`config.mk`:
```
export PLATFORM = sky130hd
export DESIGN_NAME = cdc_hs_rx_arbiter
export DESIGN_NICKNAME = d
export VERILOG_FILES = /design/src/rtl/cdc_hs_rx_arbiter.sv
export SDC_FILE = /design/constraint.sdc
export NUM_CORES = 1
export LEC_CHECK = 0
export CAP_MARGIN = 20
export CORE_MARGIN = 3
export CORE_UTILIZATION = 42
export DETAILED_ROUTE_END_ITERATION = 8
export HOLD_SLACK_MARGIN = 0.15
export PLACE_DENSITY = 0.86
export RECOVER_POWER = 25
export SLEW_MARGIN = 25
export SYNTH_ARGS = -nofsm -noshare
export SYNTH_HDL_FRONTEND = slang
export SYNTH_SLANG_ARGS = --single-unit
```
`constraint.sdc`:
```
create_clock -name dest_clk -period 4.44 [get_ports dest_clk]
set_input_delay 0.888 -clock dest_clk [delete_from_list [all_inputs] [get_ports dest_clk]]
set_output_delay 0.888 -clock dest_clk [all_outputs]
set_load 0.05 [all_outputs]
```
`src/rtl/cdc_hs_rx_arbiter.sv`:
```
// Destination-side receiver for 4-phase req/ack clock-domain crossings.
// Each channel's request level passes through its own synchronizer chain.
// Pending channels are granted round-robin. The granted channel's held data
// bus is captured and offered on a valid/ready port. The level ack returns to
// the source after the consumer accepts the word.
//
// state    | meaning
// ---------+----------------------------------------------------------
// ST_IDLE  | no word held; grant the next eligible channel if any
// ST_VALID | captured word presented; wait for out_ready_i, then ack

module cdc_hs_rx_arbiter #(
    parameter int N_CH      = 4,
    parameter int DW        = 32,
    parameter int MF_SYNC_N = 4,
    localparam int CW       = (N_CH > 1) ? $clog2(N_CH) : 1
) (
    input  logic                 dest_clk,
    input  logic                 rst,
    input  logic [N_CH-1:0]      src_req_i,
    input  logic [N_CH*DW-1:0]   src_data_i,
    output logic [N_CH-1:0]      src_ack_o,
    output logic                 out_valid_o,
    input  logic                 out_ready_i,
    output logic [DW-1:0]        out_data_o,
    output logic [CW-1:0]        out_ch_o,
    output logic                 busy_o
);

    typedef enum logic {ST_IDLE = 1'b0, ST_VALID = 1'b1} state_t;

    state_t                 state_q, state_d;
    logic [MF_SYNC_N-1:0]   sync_q [N_CH];
    logic [N_CH-1:0]        sreq;
    logic [N_CH-1:0]        elig;
    logic                   any_elig;
    logic [CW-1:0]          grant_idx;
    logic [CW-1:0]          ptr_q, ptr_d;
    logic [N_CH-1:0]        ack_q, ack_d;
    logic                   out_valid_q, out_valid_d;
    logic [DW-1:0]          out_data_q, out_data_d;
    logic [CW-1:0]          out_ch_q, out_ch_d;

    // A channel already acked is not eligible again until its request drops.
    always_comb begin
        for (int c = 0; c < N_CH; c++) begin
            sreq[c] = sync_q[c][MF_SYNC_N-1];
        end
        elig = sreq & ~ack_q;
    end

    // Round-robin search: walk offsets from the highest down so that the
    // eligible channel closest to (at or after) the pointer wins.
    always_comb begin
        int idx;
        idx       = 0;
        any_elig  = 1'b0;
        grant_idx = '0;
        for (int i = N_CH - 1; i >= 0; i--) begin
            idx = int'(ptr_q) + i;
            if (idx >= N_CH) begin
                idx = idx - N_CH;
            end
            if (elig[idx]) begin
                any_elig  = 1'b1;
                grant_idx = CW'(idx);
            end
        end
    end

    // State register, synchronizer chains and datapath registers.
    always_ff @(posedge dest_clk) begin
        if (rst) begin
            state_q     <= ST_IDLE;
            ptr_q       <= '0;
            ack_q       <= '0;
            out_valid_q <= 1'b0;
            out_data_q  <= '0;
            out_ch_q    <= '0;
            for (int c = 0; c < N_CH; c++) begin
                sync_q[c] <= '0;
            end
        end else begin
            state_q     <= state_d;
            ptr_q       <= ptr_d;
            ack_q       <= ack_d;
            out_valid_q <= out_valid_d;
            out_data_q  <= out_data_d;
            out_ch_q    <= out_ch_d;
            for (int c = 0; c < N_CH; c++) begin
                sync_q[c] <= {sync_q[c][MF_SYNC_N-2:0], src_req_i[c]};
            end
        end
    end

    // Next state: grant in IDLE, wait for acceptance in VALID. Ack release
    // follows the synchronized request regardless of state.
    always_comb begin
        state_d     = state_q;
        ptr_d       = ptr_q;
        out_valid_d = out_valid_q;
        out_data_d  = out_data_q;
        out_ch_d    = out_ch_q;
        ack_d       = ack_q;

        case (state_q)
            ST_IDLE: begin
                if (any_elig) begin
                    state_d     = ST_VALID;
                    out_valid_d = 1'b1;
                    out_data_d  = src_data_i[grant_idx*DW +: DW];
                    out_ch_d    = grant_idx;
                    ptr_d       = (grant_idx == CW'(N_CH - 1)) ? '0 : grant_idx + CW'(1);
                end
            end
            ST_VALID: begin
                if (out_ready_i) begin
                    state_d     = ST_IDLE;
                    out_valid_d = 1'b0;
                end
            end
            default: state_d = ST_IDLE;
        endcase

        for (int c = 0; c < N_CH; c++) begin
            if ((state_q == ST_VALID) && out_ready_i && (out_ch_q == CW'(c))) begin
                ack_d[c] = 1'b1;
            end
            if (!sreq[c]) begin
                ack_d[c] = 1'b0;
            end
        end
    end

    // Outputs come straight from registers; busy mirrors the VALID state.
    always_comb begin
        src_ack_o   = ack_q;
        out_valid_o = out_valid_q;
        out_data_o  = out_data_q;
        out_ch_o    = out_ch_q;
        busy_o      = (state_q == ST_VALID);
    end

endmodule

```
-- Word level (Yosys, flattened, before mapping)
Memories as Yosys holds them, arrays and structs flattened.
Cells that the tools add are included.
- shift operators: 1
- add/subtract/negate cells: 8
- bitwise gates (word level): 11
- $mul: 0
- multiplexer cells: 38
- eq/ne operators: 6
- $lt $le $gt $ge: 8
- reduce and logical (&&, ||, !) cells: 12
- div/mod/pow operators: 0
- operators by type and width (operator ; number):
    less-than comparator 32 x 4 -> 1 bit, second input constant ; 4
    two-way mux 32 bit ; 4
    indexed part select 128 x 8 -> 32 bit ; 1
    two-way mux 1 bit ; 19
    two-way mux 4 bit ; 4
    subtractor 3 x 3 -> 4 bit, second input constant ; 3
    two-way mux 2 bit ; 5
    greater-or-equal comparator 3 bit, second input constant ; 3
    binary-select mux 1 bit (select 2 bit) ; 4
    OR reduction 2 bit ; 4
    adder 2 x 2 -> 3 bit, second input constant ; 2
    equality test 2 bit, second input constant ; 3
    logical AND 1 bit ; 5
    inverter 1 bit ; 5
    bitwise AND 4 bit ; 1
    inequality test 2 bit, second input constant ; 2
    inverter 4 bit ; 1
    OR 1 bit ; 4
    one-hot mux 1 bit (2 select lines) ; 2
    AND reduction 2 bit ; 2
    subtractor 2 x 3 -> 4 bit, second input constant ; 1
    adder 2 x 1 -> 3 bit, second input constant ; 1
    greater-or-equal comparator 2 x 3 -> 1 bit, second input constant ; 1
    adder 2 x 1 -> 2 bit, second input constant ; 1
    other kinds (2) ; 2
- output and inout port bits: 40
- logic and storage cells: 94
- memory bits (writable): 16
- memories: 1
- bits in latches: 0
- flip-flop bits (word level): 42
- ROM bits: 0
- memory list (name ; words ; bits a word ; rd ports ; clocked after Yosys merged registers in ; wr ports ; RTL line ; RTL):
    sync_q ; 4 ; 4 ; 4 ; 0 ; 4 ; 33 ; logic [MF_SYNC_N-1:0] sync_q [N_CH];

-- Depth between registers and ports, before layout
Gate-level depths: netlist (run 1).
- word-level depth: 12
- mapped depth: 8

-- Least setup slack after synthesis (run 1)
OpenSTA, ideal clock, no wires.
- path kind: register to register
- start: reg ack_q[2] (netlist: src_ack_o[2])
- end: reg out_data_q[20] (netlist: out_data_o[20])
- arrival: 1940 ps
- cell stages (with the launch flop): 8
- path slack: 2367 ps
- library setup time: 134 ps
- period minus slack after synthesis: 2073 ps
- cells stage by stage: dfxtp_1 > nor2b_1 > a211o_1 > a21o_1 > buf_4 > buf_2 > o41ai_1 > nor4_1
- longest elaborated chain between the ends: 10
- elaborated cells on any way between the ends: 24
- those cells by class: shift (1); mux (20); bitwise (2); reduce/logical (1)
- RTL lines (what ; RTL line ; RTL):
    start, declared ; 39 ; logic [N_CH-1:0] ack_q, ack_d;
    start signal, assigned ; 86 ; ack_q <= ack_d;
    inverter 4 bit * ; 49 ; elig = sreq & ~ack_q;
    bitwise AND 4 bit * ; 49 ;
    binary-select mux 1 bit (select 2 bit) ; 64 ; if (elig[idx]) begin
    two-way mux 1 bit (implied by the code) (2 in a row) ; 64 ;
    two-way mux 2 bit / two-way mux 1 bit (equally long branches) (4 in a row) ; 64 ;
    indexed part select 128 x 8 -> 32 bit / AND reduction 2 bit (equally long branches) ; - ;
    end signal, assigned ; 88 ; out_data_q <= out_data_d;
    end, declared ; 41 ; logic [DW-1:0] out_data_q, out_data_d;
Every way passes the cells marked *; elsewhere a longest branch is shown, timed or not. The select of a mux whose other input is x is not followed.
A chain may end at the register's enable or synchronous reset.

==> results.sh, run 1 <==
export IMPL_synth_area_top_cells="dfxtp_1, a211oi_1, mux2i_1, o41ai_1, nand2b_1"
export IMPL_status="finished with violations"
export IMPL_cts_tree="yes"
export IMPL_async_reset_ff_share_pct=0
export IMPL_wire_per_inst_um=17.5
export IMPL_routed_via_density=5.56
export IMPL_clock_root_buffer="clkbuf_8"
export IMPL_grt_pass1_wl_um=16900
export IMPL_final_min_clock_period_ns=3.40
export IMPL_dieArea_um2=8580
export IMPL_worstMarginPinSlew_ns=2.39
export IMPL_mostFrequentLayoutCell="clkdlybuf4s50_1"
export IMPL_cts_setup_buffers=0
export IMPL_hp_class="flop to flop"
export IMPL_rsz0062_at_grt="false"
export IMPL_hold_end="sync_q[0][2]"
export IMPL_fmax_mhz=294
export IMPL_clkLatencyLatePin_ns=0.34
export IMPL_synth_cell_types=34
export IMPL_port_buffers=174
export IMPL_placementRows=30
export IMPL_syn_area_um2=3150
export IMPL_p_leak_nw=2.03
export IMPL_cts_max_level=3
export IMPL_reg2reg_from="sync_q[0][3]"
export IMPL_cp_required_ns=4.62
export IMPL_fp_dieH_um=92.6
export IMPL_crit_fanout=59
export IMPL_syn_avg_cell_area_um2=9.22
export IMPL_n_antenna_cell=0
export IMPL_cts_resized=0
export IMPL_drt_iter0_markers=259
export IMPL_crit_path_start="rst"
export IMPL_first_global_vias=3372
export IMPL_hold_viol_final=0
export IMPL_r2r_end="out_data_o[27]"
export IMPL_yosysWarnings=0
export IMPL_fin_util_pct=72.7
export IMPL_synth_edf_count=0
export IMPL_cp_start_kind="primary input"
export IMPL_setup_viol=0
export IMPL_ys_ff_latch=58
export IMPL_antenna_found_initial=0
export IMPL_grt_total_usage_pct=24.6
export IMPL_place_gp_congestion=0.808
export IMPL_dpl_hpwl_um=7490
export IMPL_syn_instance_count=342
export IMPL_r2r_setup_slack_ns=1.55
export IMPL_drc=0
export IMPL_drv_slew=60
export IMPL_final_setup_tns_ns=0
export IMPL_synthesis_nets=477
export IMPL_wl_um=10500
export IMPL_hold_depth=1
export IMPL_nets=632
export IMPL_rr_worst_depth=6
export IMPL_yosysSeqAreaShare_pct=36.8
export IMPL_synth_ff_type="dfxtp_1"
export IMPL_min_delay_start="sync_q[0][1]"
export IMPL_core_area_um2=7020
export IMPL_clk_path_buf_depth=2
export IMPL_syn2layout_area_growth_pct=61.8
export IMPL_violations="max-capacitance violations, max-slew violations"
export IMPL_clkTransAtPathRegs_ns=0.07
export IMPL_post_route_period_util_pct=76.6
export IMPL_powerDensity_nw_per_um2=287
export IMPL_first_pass_iters=5
export IMPL_yosysTopAreaCell="dfxtp_1"
export IMPL_clock_skew_final_ns=0.0106
export IMPL_cts_buffers=9
export IMPL_grt_ovfl_total=0
export IMPL_cts_hold_buffers=0
export IMPL_slew_headroom_pct=-59.2
export IMPL_nFillCells=538
export IMPL_ir_worst_vdd_uv=180
export IMPL_drv_cap=1
export IMPL_cp_end_kind="flop"
export IMPL_die_width_um=92.6
export IMPL_final_cell_mix="clkdlybuf4s50_1, dfxtp_1, a211oi_1"
export IMPL_io_pins=175
export IMPL_worstPathArrival_ns=3.58
export IMPL_drive_gt1_share_pct=7.57
export IMPL_grt_max_degree=60
export IMPL_netlist_area_leader_share_pct=36.8
export IMPL_cts_sinks=58
export IMPL_ant_nets=0
export IMPL_vias=3325
export IMPL_criticalPathCategory="primary input to flop"
export IMPL_initial_core_util_pct=44.9
## report_power, final
part           internal, mW  leakage, nW  switching, mW
clock                 0.320        0.114          0.229
sequential            0.545        0.473         0.0145
combinational         0.183         1.44          0.174
total                  1.05         2.03          0.417
## state kept, by name, indices dropped and copies added, names as in the netlist
name and count:
out_valid_o 1, out_ch_o 2, sync_q 16, out_data_o 32
busy_o 1, ptr_q 2, src_ack_o 4
## logic make-up (layout without fill, tap and decap cells)
family	Yosys count	in the layout	synth area share (%)
buffers and inverters	52	212	8.14
xor gates and xnor gates	1	1	0.278
AOI/OAI and AO/OA	85	85	21.6
and+or+nand+nor	118	118	24.3
DFF	58	58	36.8
muxes	28	28	8.89
## Yosys cell counts (2+ instances only)
cell,instances
a211oi_1,38
a21oi_1,5
a41oi_1,2
buf_2,7
buf_4,8
buf_6,3
clkbuf_1,15
dfxtp_1,58
inv_1,18
mux2i_1,28
nand2_1,6
nand2b_1,21
nand2b_4,2
nand3b_1,15
nor2_1,8
nor2b_1,19
nor3_1,10
nor3_2,9
nor3b_1,7
nor4_1,18
o221ai_1,15
o41ai_1,18
## final cells by class
cell class	instances	area (um^2)	share of cell area, %
timing repair buffer	178	1760	34.6
multi-input combinational	232	1760	34.5
sequential	58	1160	22.8
clock buffer	9	124	2.43
tap	96	120	2.35
clock inverter	7	104	2.04
inverter	18	67.6	1.32
## how the worst max path moves through the flow
stage | slack (ns) | cells after the start | endpoint
6_report | 1.04 | 5 | out_data_o[17]
5_1_grt | 0.75 | 5 | out_data_o[17]
4_1_cts | 1.59 | 6 | out_data_o[27]
3_5_place_dp | 1.61 | 6 | out_data_o[27]
3_3_place_gp | 1.69 | 6 | out_data_o[7]
2_1_floorplan | 2.37 | 7 | out_data_o[20]
## metrics by stage
step                total power, mW  cells  hold WS [ns]  area, um^2  worst slack (ns)
floorplan                     0.745    342         0.414        3150              2.37
global placement              0.920    582         0.419        4860              1.69
detailed placement            0.925    582         0.428        4870              1.61
CTS                            1.48    598         0.447        5090              1.59
global route                   1.53    598         0.457        5100             0.755
finish                         1.47    598         0.440        5100              1.04
## layer usage
metal | up-vias | share of wire, % | track usage [%]
met5 | - | 0 | 0
met4 | 0 | 1.9 | 9.16
met3 | 13 | 10 | 7.55
met2 | 175 | 47 | 40.4
met1 | 1531 | 41 | 30.2
li1 | 1606 | - | -
## critical path, cell delays in order
cell and delay, ns:
buf_2 0.07, clkbuf_1 1.69, nor2_1 0.19, nand2b_1 0.53, o221ai_1 0.19
Power figures use the tool's default switching activity.
==> run 2, diff against run 1 <==
--- a/config.mk
+++ b/config.mk
@@ -7,10 +7,10 @@
 export LEC_CHECK = 0
 export CAP_MARGIN = 20
 export CORE_MARGIN = 3
-export CORE_UTILIZATION = 42
+export CORE_UTILIZATION = 39
 export DETAILED_ROUTE_END_ITERATION = 8
 export HOLD_SLACK_MARGIN = 0.15
-export PLACE_DENSITY = 0.86
+export PLACE_DENSITY = 0.81
 export RECOVER_POWER = 25
 export SLEW_MARGIN = 25
 export SYNTH_ARGS = -nofsm -noshare
==> constraint.sdc (replaced) <==
create_clock -name dest_clk -period 3.5 [get_ports dest_clk]
set_input_delay 0.7 -clock dest_clk [delete_from_list [all_inputs] [get_ports dest_clk]]
set_output_delay 0.7 -clock dest_clk [all_outputs]
set_load 0.05 [all_outputs]
==> results.sh, run 2 (same netlist as run 1, synthesis figures left out) <==
export IMPL_dieArea_um2=9200
export IMPL_drt_iter0_markers=190
export IMPL_hold_depth=1
export IMPL_final_cell_mix="clkdlybuf4s50_1, dfxtp_1, a211oi_1"
export IMPL_cts_setup_buffers=0
export IMPL_grt_max_degree=59
export IMPL_post_route_period_util_pct=78.8
export IMPL_clock_root_buffer="clkbuf_8"
export IMPL_fp_dieH_um=95.9
export IMPL_port_buffers=174
export IMPL_hold_viol_final=0
export IMPL_cp_start_kind="primary input"
export IMPL_hp_class="flop to flop"
export IMPL_status="finished with violations"
export IMPL_drv_slew=59
export IMPL_violations="max-capacitance violations, max-slew violations"
export IMPL_cp_end_kind="flop"
export IMPL_r2r_end="out_data_o[20]"
export IMPL_placed_cells=591
export IMPL_antenna_found_initial=0
export IMPL_io_pins=175
export IMPL_routed_via_density=5.61
export IMPL_rr_worst_depth=7
export IMPL_clk_path_buf_depth=2
export IMPL_wire_per_inst_um=17.8
export IMPL_crit_fanout=58
export IMPL_cp_required_ns=3.68
export IMPL_core_area_um2=7770
export IMPL_cts_sinks=58
export IMPL_fmax_mhz=363
export IMPL_cts_tree="yes"
export IMPL_drc=0
export IMPL_rsz0062_at_grt="false"
export IMPL_final_setup_tns_ns=0
export IMPL_n_antenna_cell=0
export IMPL_clock_skew_final_ns=0.0132
export IMPL_instances_no_fill=607
export IMPL_largest_reg_flops=32
export IMPL_p_leak_nw=2.04
export IMPL_fin_util_pct=65.9
export IMPL_drv_cap=1
export IMPL_grt_ovfl_total=0
export IMPL_reg2reg_from="sync_q[0][3]"
export IMPL_first_global_vias=3338
export IMPL_syn2layout_area_growth_pct=62.5
export IMPL_wl_um=10800
export IMPL_setup_viol=0
export IMPL_cts_resized=0
export IMPL_final_min_clock_period_ns=2.76
export IMPL_powerDensity_nw_per_um2=365
export IMPL_die_width_um=95.9
export IMPL_grt_total_usage_pct=22.7
export IMPL_cts_hold_buffers=0
export IMPL_min_delay_start="sync_q[2][2]"
export IMPL_initial_core_util_pct=40.6
export IMPL_dpl_hpwl_um=7720
export IMPL_slew_headroom_pct=-62.7
export IMPL_nets=635
export IMPL_mostFrequentLayoutCell="clkdlybuf4s50_1"
export IMPL_r2r_setup_slack_ns=0.96
export IMPL_worstMarginPinSlew_ns=2.44
export IMPL_cts_buffers=9
export IMPL_vias=3408
export IMPL_clkTransAtPathRegs_ns=0.08
export IMPL_placementRows=32
export IMPL_hold_end="sync_q[2][3]"
export IMPL_clkLatencyLatePin_ns=0.34
export IMPL_grt_pass1_wl_um=16400
export IMPL_cts_max_level=3
export IMPL_place_gp_congestion=0.849
export IMPL_worstPathArrival_ns=2.94
export IMPL_ir_worst_vdd_uv=231
export IMPL_first_pass_iters=4
export IMPL_criticalPathCategory="primary input to flop"
export IMPL_ant_nets=0
export IMPL_drive_gt1_share_pct=8.12
[run 2: cell count changes in the layout (fill, tap and decap cells not counted)]
cell        change
o221ai_2        +1
clkinvlp_4      +2
o221ai_4        -1
inv_6           +2
buf_4           +2
a21oi_4         -1
buf_12          +1
clkinv_4        -4
a21oi_2         +1
[run 2: critical path: stages]
cell,delay (ns)
buf_2,0.09
clkbuf_1,1.74
nand3b_1,0.27
o221ai_1,0.14
[run 2: layout make-up]
type                       instances  area (um^2)
timing repair buffer             181         1800
clock inverter                     7          101
inverter                          18         67.6
fill                             616         2650
tap                              102          128
sequential                        58         1160
multi-input combinational        232         1740
clock buffer                       9          124
[run 2: worst max-delay path by stage]
stage	slack [ns]	depth (start not counted)	from	endpoint
3_5_place_dp	0.95	7	sync_q[0][3]	out_data_o[20]
3_3_place_gp	1.15	7	sync_q[0][3]	out_data_o[20]
2_1_floorplan	1.43	7	src_ack_o[2]	out_data_o[20]
6_report	0.74	4	rst	out_data_o[30]
4_1_cts	0.95	7	sync_q[0][3]	out_data_o[20]
5_1_grt	0.53	4	rst	out_data_o[29]
[run 2: metal layers]
metal,part of all wire [%],global-route usage (%)
met3,13,6.80
met2,47,39.0
met4,2.2,9.24
met5,0,0
met1,38,26.3
[run 2: power breakdown]
group	switching, mW	total, mW	internal (mW)
Combinational	0.222	0.456	0.234
Sequential	0.0181	0.710	0.692
Clock	0.296	0.702	0.407
[run 2: metrics by stage]
stage / hold WS (ns) / setup slack (ns) / area (um^2) / power (mW)
4_1_cts: 0.424 / 0.947 / 5130 / 1.89
2_1_floorplan: 0.414 / 1.43 / 3150 / 0.945
3_5_place_dp: 0.422 / 0.950 / 4900 / 1.18
6_report: 0.422 / 0.743 / 5120 / 1.87
5_1_grt: 0.440 / 0.534 / 5120 / 1.94
3_3_place_gp: 0.417 / 1.15 / 4900 / 1.17
==> run 3, diff against run 2 <==
--- a/config.mk
+++ b/config.mk
@@ -7,10 +7,10 @@
 export LEC_CHECK = 0
 export CAP_MARGIN = 20
 export CORE_MARGIN = 3
-export CORE_UTILIZATION = 39
+export CORE_UTILIZATION = 35
 export DETAILED_ROUTE_END_ITERATION = 8
 export HOLD_SLACK_MARGIN = 0.15
-export PLACE_DENSITY = 0.81
+export PLACE_DENSITY = 0.77
 export RECOVER_POWER = 25
 export SLEW_MARGIN = 25
 export SYNTH_ARGS = -nofsm -noshare
==> constraint.sdc (replaced) <==
create_clock -name dest_clk -period 2.5 [get_ports dest_clk]
set_input_delay 0.5 -clock dest_clk [delete_from_list [all_inputs] [get_ports dest_clk]]
set_output_delay 0.5 -clock dest_clk [all_outputs]
set_load 0.05 [all_outputs]
==> results.sh, run 3 (same netlist as run 1, synthesis figures left out) <==
export IMPL_use_met1_pct=25.0
export IMPL_nFillCells=727
export IMPL_hold_end="sync_q[1][2]"
export IMPL_worstPathArrival_ns=2.48
export IMPL_drc=0
export IMPL_cts_buffers=9
export IMPL_fmax_mhz=441
export IMPL_hold_depth=1
export IMPL_final_cell_mix="clkdlybuf4s50_1, dfxtp_1, a211oi_1"
export IMPL_grt_pass1_wl_um=17100
export IMPL_dpl_hpwl_um=7960
export IMPL_cp_start_kind="flop"
export IMPL_status="finished, final reports clean"
export IMPL_dieArea_um2=10200
export IMPL_rsz0062_at_grt="false"
export IMPL_slew_headroom_pct=37.4
export IMPL_crit_fanout=19
export IMPL_grt_ovfl_total=0
export IMPL_final_setup_tns_ns=0
export IMPL_hp_class="flop to flop"
export IMPL_post_place_ws_ns=0.272
export IMPL_worstMarginPinSlew_ns=0.939
export IMPL_clock_root_buffer="clkbuf_8"
export IMPL_fin_ws_ns=0.230
export IMPL_p_leak_nw=2.05
export IMPL_clkTransAtPathRegs_ns=0.06
export IMPL_combPwrFrac_pct=25.4
export IMPL_fp_dieH_um=101
export IMPL_criticalPathCategory="flop to flop"
export IMPL_drv_cap=0
export IMPL_setup_viol=0
export IMPL_grt_total_usage_pct=21.1
export IMPL_io_pins=175
export IMPL_grt_busiest_layer="met2"
export IMPL_place_gp_congestion=0.889
export IMPL_met2_usage_pct=34.8
export IMPL_die_width_um=101
export IMPL_wl_um=10900
export IMPL_vias=3355
export IMPL_cp_required_ns=2.71
export IMPL_wire_per_inst_um=17.7
export IMPL_drt_iter0_markers=112
export IMPL_ir_worst_vdd_uv=250
export IMPL_clkLatencyLatePin_ns=0.32
export IMPL_finalInstanceArea_um2=5130
export IMPL_hold_viol_final=0
export IMPL_syn2layout_area_growth_pct=62.7
export IMPL_r2r_end="out_data_o[8]"
export IMPL_grt_max_degree=38
export IMPL_mostFrequentLayoutCell="clkdlybuf4s50_1"
export IMPL_power_clock_fraction_pct=35.0
export IMPL_drv_slew=0
export IMPL_cts_hold_buffers=0
export IMPL_cp_end_kind="flop"
export IMPL_first_pass_iters=4
export IMPL_antenna_found_initial=0
export IMPL_routed_via_density=5.48
export IMPL_core_area_um2=8460
export IMPL_pwr_share_seq_pct=39.6
export IMPL_clock_skew_final_ns=0.00764
export IMPL_grt_use_met3_pct=8.30
export IMPL_min_delay_start="sync_q[1][1]"
export IMPL_cts_setup_buffers=0
export IMPL_initial_core_util_pct=37.2
export IMPL_n_antenna_cell=0
export IMPL_ant_nets=0
export IMPL_reg2reg_from="ptr_q[1]"
export IMPL_p_int_mw=1.84
export IMPL_fin_util_pct=60.6
export IMPL_switching_share_pct=27.0
export IMPL_post_route_period_util_pct=90.8
export IMPL_cts_resized=0
export IMPL_final_min_clock_period_ns=2.27
export IMPL_holdWs_ns=0.437
export IMPL_clk_path_buf_depth=2
export IMPL_powerDensity_nw_per_um2=490
export IMPL_largest_reg_flops=32
export IMPL_cts_max_level=3
export IMPL_rr_worst_depth=5
export IMPL_port_buffers=174
export IMPL_cts_sinks=58
export IMPL_cts_tree="yes"
export IMPL_nets=638
export IMPL_placementRows=33
export IMPL_switchingPower_mw=0.678
export IMPL_drive_gt1_share_pct=8.28
export IMPL_r2r_setup_slack_ns=0.23
export IMPL_first_global_vias=3496
export IMPL_place_area_um2=4930
run 3: cell count changes in the layout (fill, tap and decap cells not counted), sizes merged:
cell / before / now
inv: 20 / 18
buf: 7 / 9
clkbuf: 10 / 15
bufinv: 2 / 1
clkinvlp: 2 / 0
run 3: layout make-up:
cell class,instances,area (um^2),area share [%]
timing repair buffer,184,1820,35.5
inverter,18,67.6,1.32
clock buffer,13,169,3.29
tap,105,131,2.56
clock inverter,2,35.0,0.683
multi-input combinational,232,1740,34.0
sequential,58,1160,22.6
run 3: per-stage QoR:
stage               total power, mW  cells
floorplan                      1.32    342
global route                   2.64    612
CTS                            2.55    612
global placement               1.65    597
finish                         2.51    612
detailed placement             1.65    597
run 3: power groups by stage:
| stage | Combinational [mW] | Clock [mW] | Sequential [mW] |
|---|---|---|---|
| detailed placement | 0.640 | 0 | 1.01 |
| global route | 0.681 | 0.962 | 0.999 |
| floorplan | 0.198 | 0 | 1.13 |
| global placement | 0.638 | 0 | 1.01 |
| CTS | 0.644 | 0.910 | 0.994 |
| finish | 0.639 | 0.879 | 0.995 |
run 3: routing by layer:
metal | part of all wire [%] | vias to the layer above
met2 | 46 | 172
met3 | 12 | 18
met1 | 39 | 1548
met4 | 2.2 | 0
met5 | 0 | -
li1 | - | 1617
run 3: critical path, cell delays in order, from the launching register on:
cell and delay [ns]:
dfxtp_1 0.42, nand3b_1 0.10, a311oi_1 0.43, or3_1 0.76, nor3_1 0.10, nor4_1 0.33
run 3: worst max path at each step:
| stage | cells after the start | from | end |
|---|---|---|---|
| 6_report | 5 | ptr_q[1] | out_data_o[8] |
| 5_1_grt | 5 | src_ack_o[0] | out_data_o[8] |
| 4_1_cts | 5 | src_ack_o[0] | out_data_o[8] |
| 3_5_place_dp | 5 | src_ack_o[0] | out_data_o[8] |
| 3_3_place_gp | 6 | sync_q[0][3] | out_data_o[30] |
| 2_1_floorplan | 7 | src_ack_o[2] | out_data_o[20] |
